$ cat config.mk
export PLATFORM = sky130hd
export DESIGN_NAME = vram_arbiter
export DESIGN_NICKNAME = d
export VERILOG_FILES = /design/src/rtl/vram_arbiter.sv
export SDC_FILE = /design/constraint.sdc
export NUM_CORES = 1
export LEC_CHECK = 0
export ABC_CLOCK_PERIOD_IN_PS = 3300
export CAP_MARGIN = 20
export CORE_MARGIN = 1.5
export CORE_UTILIZATION = 30
export DETAILED_ROUTE_END_ITERATION = 8
export PLACE_DENSITY = 0.61
export SLEW_MARGIN = 5
export SYNTH_ARGS = -nofsm -noshare
export SYNTH_HDL_FRONTEND = slang
export SYNTH_SLANG_ARGS = --single-unit
export TNS_END_PERCENT = 100
$ cat constraint.sdc
create_clock -name clk -period 3.3 [get_ports clk]
set_input_delay 0.66 -clock clk [delete_from_list [all_inputs] [get_ports clk]]
set_output_delay 0.66 -clock clk [all_outputs]
set_load 0.02 [all_outputs]
$ cat src/rtl/vram_arbiter.sv
// vram_arbiter: arbitrates one shared single-port frame memory between a
// display fetcher (highest priority), a waveform writer and a clear engine
// that sweeps every address once. All memory-side outputs are registered.
// A display fetch returns its word a fixed three cycles after it is granted.
module vram_arbiter #(
    parameter int          DEPTH       = 16384,
    parameter logic [15:0] CLEAR_VALUE = 16'h0000
) (
    input  logic        clk,
    input  logic        reset,
    input  logic        vga_req,
    input  logic [13:0] vga_addr,
    output logic [15:0] vga_data,
    output logic        vga_valid,
    input  logic        wr_req,
    input  logic [13:0] wr_addr,
    input  logic [15:0] wr_data,
    output logic        wr_ack,
    input  logic        clr_start,
    output logic        clr_busy,
    output logic [13:0] mem_addr,
    output logic [15:0] mem_wdata,
    output logic        mem_we,
    input  logic [15:0] mem_rdata
);

    localparam logic [13:0] LAST_ADDR = 14'(DEPTH - 1);

    typedef enum logic {
        C_IDLE,
        C_RUN
    } clr_state_e;

    typedef enum logic [1:0] {
        G_IDLE,
        G_VGA,
        G_WR,
        G_CLR
    } grant_e;

    grant_e      grant;
    clr_state_e  clr_state_q, clr_state_d;
    logic [13:0] clr_cnt_q, clr_cnt_d;
    logic [13:0] mem_addr_q, mem_addr_d;
    logic [15:0] mem_wdata_q, mem_wdata_d;
    logic        mem_we_q, mem_we_d;
    logic        wr_ack_q, wr_ack_d;
    logic        rd_pend1_q, rd_pend2_q;
    logic        vga_valid_q;
    logic [15:0] vga_data_q;

    // Fixed-priority grant: display, then a writer not acked this cycle, then clear.
    // NOTE: every combinational output gets a default before any branch, so no
    // path leaves it unassigned and no latch is inferred.
    always_comb begin
        grant = G_IDLE;
        if (vga_req) begin
            grant = G_VGA;
        end else if (wr_req && !wr_ack_q) begin
            grant = G_WR;
        end else if (clr_state_q == C_RUN) begin
            grant = G_CLR;
        end
    end

    // Memory command for next cycle; an idle cycle keeps address/data and drops the strobe.
    always_comb begin
        mem_addr_d  = mem_addr_q;
        mem_wdata_d = mem_wdata_q;
        mem_we_d    = 1'b0;
        wr_ack_d    = 1'b0;
        unique case (grant)
            G_VGA: begin
                mem_addr_d = vga_addr;
            end
            G_WR: begin
                mem_addr_d  = wr_addr;
                mem_wdata_d = wr_data;
                mem_we_d    = 1'b1;
                wr_ack_d    = 1'b1;
            end
            G_CLR: begin
                mem_addr_d  = clr_cnt_q;
                mem_wdata_d = CLEAR_VALUE;
                mem_we_d    = 1'b1;
            end
            default: ;
        endcase
    end

    // Clear engine: start restarts nothing while running; counter only moves on a clear grant.
    always_comb begin
        clr_state_d = clr_state_q;
        clr_cnt_d   = clr_cnt_q;
        unique case (clr_state_q)
            C_IDLE: begin
                if (clr_start) begin
                    clr_state_d = C_RUN;
                    clr_cnt_d   = '0;
                end
            end
            C_RUN: begin
                if (grant == G_CLR) begin
                    if (clr_cnt_q == LAST_ADDR) begin
                        clr_state_d = C_IDLE;
                    end else begin
                        clr_cnt_d = clr_cnt_q + 14'd1;
                    end
                end
            end
            default: clr_state_d = C_IDLE;
        endcase
    end

    // State, memory command and display read pipeline registers.
    // NOTE: sequential state uses non-blocking assignments so every register
    // samples the pre-edge values, independent of statement order.
    // NOTE: the read pipeline flags are reset along with everything else so a
    // fetch in flight at reset can never surface as a stale vga_valid.
    always_ff @(posedge clk or posedge reset) begin
        if (reset) begin
            clr_state_q <= C_IDLE;
            clr_cnt_q   <= '0;
            mem_addr_q  <= '0;
            mem_wdata_q <= '0;
            mem_we_q    <= 1'b0;
            wr_ack_q    <= 1'b0;
            rd_pend1_q  <= 1'b0;
            rd_pend2_q  <= 1'b0;
            vga_valid_q <= 1'b0;
            vga_data_q  <= '0;
        end else begin
            clr_state_q <= clr_state_d;
            clr_cnt_q   <= clr_cnt_d;
            mem_addr_q  <= mem_addr_d;
            mem_wdata_q <= mem_wdata_d;
            mem_we_q    <= mem_we_d;
            wr_ack_q    <= wr_ack_d;
            // Stage 1: address on the bus; stage 2: read data on mem_rdata.
            rd_pend1_q  <= (grant == G_VGA);
            rd_pend2_q  <= rd_pend1_q;
            vga_valid_q <= rd_pend2_q;
            if (rd_pend2_q) begin
                vga_data_q <= mem_rdata;
            end
        end
    end

    assign clr_busy  = (clr_state_q == C_RUN);
    assign mem_addr  = mem_addr_q;
    assign mem_wdata = mem_wdata_q;
    assign mem_we    = mem_we_q;
    assign wr_ack    = wr_ack_q;
    assign vga_valid = vga_valid_q;
    assign vga_data  = vga_data_q;

endmodule

==> reports/qor.yml <==
outcome: "complete, no violations"
drive_gt1_share_pct: 14.94
synthAdderAreaFrac_pct: 0.4021
core_area_mm2: 0.009910
critPathRequiredTime_ns: 2.64
ys_warn_count: 0
leakagePower_nw: 1.973
vdd_drop_max_v: 0.0002063
worstPathCellList: "clkdlybuf4s50_1"
ios: 115
critPathKind: "reg2out"
syn-instance-count: 275
drt-total-wl_um: 8434
wl_per_cell_um: 15.97
slew_headroom_pct: 38.77
firstDrtPassIters: 4
grt_use_met2_pct: 25.91
ff_latch_area_mm2: 0.001652
power_frac_clock_pct: 34.5
viasPerCell: 4.989
syn_area_mm2: 0.003112
hold_buffers: 0
fmax_mhz: 387.1
synthSimpleGateAreaFrac_pct: 11.86
fin_tns_setup_ns: 0
met1_usage_pct: 22.28
grt_pass1_wl_um: 14300
die-height_um: 104.8
final_hold_viol_count: 0
synth_top_family_by_area: "compound AO/OA/AOI/OAI gates"
r2r_end: "clr_cnt_q[9]"
worstHoldStart: "rd_pend1_q"
synth_top_area_share_pct: 53.08
dr.first_iter.drc_count: 144
dr_total_vias: 2634
antenna_found_initial: 0
p_comb_share_pct: 21.9
clock_skew_ns: 0.005839
num_rows: 36
r2r_slack_ns: 0.98
fin_nets: 456
cts_setup_buffers: 0
fillers: 945
crit_slowest_cell: "dfrtp_1"
yosys-mux-area-fraction_pct: 12.59
die_w_um: 104.8
synth-xor-area-share_pct: 0
numCtsBuffers: 9
start_util_pct: 31.40
rr_startpoint: "clr_busy"
routabilityCongestion: 0.7629
multiInputGateArea_mm2: 0.001325
p_sw_mw: 0.6455
tightestPinTransition_ns: 0.9135
dp_hpwl_um: 6056
syn_avg_cell_area_um2: 11.32
top_usage_layer: "met2"
htreeDepth: 3
yosys_register_bits: 66
cts_root_buf: "clkbuf_8"
whs_endpoint: "rd_pend2_q"
seq_area_frac_synth_pct: 53.08
synth_top_area_cell: "dfrtp_1"
pwr-share-seq_pct: 43.5
drv_cap: 0
rsz0062_at_grt: "false"
worst_skew_pair.late_latency_ns: 0.35
syn-num-nets: 341
rr_worst_depth: 4
cts_tree: "built"
worstPathMaxFanout: 23
clk_pin_slew_ns: 0.08
clock_path_buffers: 2
n_antenna_cell: 0
grt_pass1_vias: 2706
slew_violations: 0
grt_start_max_net_pins: 38
setup.worst_path.start: "clr_busy"
synth.distinct_cells: 46
fin_total_pwr_mw: 2.232
clock_sinks: 66
cpLargestDelayFamily: "flip-flops"
swShare_pct: 28.92
cp-start-kind: "flip-flop"
area_growth_pct: 49.54
crit_buf_inv: 1
finalSetupViolCount: 0
power.internal_mw: 1.587
drc: 0
synth-compound-area-share_pct: 17.65
die-area_mm2: 0.01099
max_stage_delay_ns: 0.83
critPathArrivalTime_ns: 1.92
crit_path_end_kind: "primary output"
ant_nets: 0
grtUsageTotal_pct: 16.37
synth_area_leaders: "dfrtp_1 (53%), mux2_2 (9.0%), a22o_1 (4.8%)"
fin_crit_ns: 2.583
hold_path_depth: 0
hp-class: "reg2reg"
period_share_pct: 78.29
port-buffer-count: 114
powerDensity_mw_per_mm2: 479.7
grt-ovfl-total: 0
cts_resized: 0
use_met3_pct: 2.558
-- state kept, by name (all words and copies together) (netlist names) --
signal      flops
mem_wdata      16
vga_data       16
clr_cnt_q      14
mem_addr       14
clr_busy        1
mem_we          1
rd_pend1_q      1
rd_pend2_q      1
vga_valid       1
wr_ack          1
-- cells in the mapped netlist, drive strengths merged --
cell type / instances
mux2i: 11
o21a: 2
nand2: 17
or2b: 1
o311ai: 5
clkinv: 1
nand3: 7
a31oi: 1
clkbuf: 13
nor4: 5
o31ai: 2
ha: 1
nand3b: 4
a311o: 1
o2111ai: 5
nor3: 6
or4: 1
inv: 16
o21ai: 12
nor2: 11
or2: 2
a22o: 17
a22oi: 4
a21oi: 4
nand2b: 5
and3: 1
nand4b: 2
a221oi: 1
nor2b: 1
nand4: 2
or3b: 1
dfrtp: 66
o211ai: 10
buf: 4
mux2: 25
o221ai: 6
o22ai: 1
a211oi: 1
-- cell type report --
| cell class | instances | share of cell area [%] |
|---|---|---|
| Clock buffer | 9 | 2.662 |
| Clock inverter | 7 | 2.151 |
| Inverter | 17 | 1.371 |
| Multi-Input combinational cell | 175 | 28.48 |
| Sequential cell | 66 | 35.49 |
| Tap cell | 133 | 3.576 |
| Timing Repair Buffer | 121 | 26.27 |
-- through the flow --
stage	setup slack [ns]	hold slack [ns]	instances	area, um^2	utilization, %
floorplan	0.9852	0.3312	275	3112	-
global placement	0.5312	0.3325	510	4410	44.51
detailed placement	0.5162	0.3347	511	4422	44.62
CTS	0.6970	0.3528	527	4646	46.88
global route	0.5937	0.3625	528	4653	46.96
finish	0.7165	0.3522	528	4653	46.96
-- kinds of logic after synthesis --
logic type | after synthesis
AO/OA/AOI/OAI | 72
buffers and inverters | 34
adder cells (fa/ha/maj) | 1
flip-flops | 66
multiplexers | 36
AND/OR/NAND/NOR | 66
-- layer usage --
metal,share of wire (%),vias up
li1,-,1261
met1,45,1280
met2,48,80
met3,4.8,13
met4,1.7,0
met5,0,-
-- cell usage in the layout, fill, tap and decap left out, types with 2 or more instances in the layout --
cell / n
a22oi_1: 4
clkinv_4: 2
dfrtp_1: 66
inv_6: 2
o311ai_0: 5
a21oi_1: 4
nor4_1: 4
o211ai_1: 10
or2_2: 2
nand4b_1: 2
clkbuf_8: 9
inv_1: 15
bufinv_16: 2
nand3b_1: 4
mux2_2: 25
mux2i_1: 11
o2111ai_1: 5
buf_12: 2
a22o_1: 17
clkdlybuf4s50_1: 114
nand2_1: 17
o21ai_0: 11
nor3_1: 5
buf_4: 4
nor2_1: 11
o221ai_1: 6
nand2b_1: 5
nand3_1: 7
-- power by group through the flow --
| stage | registers, mW | logic (mW) | clock network (mW) |
|---|---|---|---|
| 6_report | 0.972 | 0.490 | 0.771 |
| 5_1_grt | 0.986 | 0.534 | 0.825 |
| 4_1_cts | 0.970 | 0.496 | 0.794 |
| 2_1_floorplan | 1.03 | 0.183 | 0 |
| 3_5_place_dp | 0.986 | 0.492 | 0 |
| 3_3_place_gp | 0.983 | 0.484 | 0 |
-- how the worst max path moves through the flow --
stage,endpoint,slack (ns),depth (start not counted)
after floorplan,clr_busy,0.99,1
after global placement,mem_addr[6],0.53,3
after detailed placement,mem_addr[4],0.52,3
after CTS,clr_busy,0.70,1
after global routing,clr_busy,0.59,1
final,clr_busy,0.72,1
Note: power is estimated with default switching activity, not from simulation.
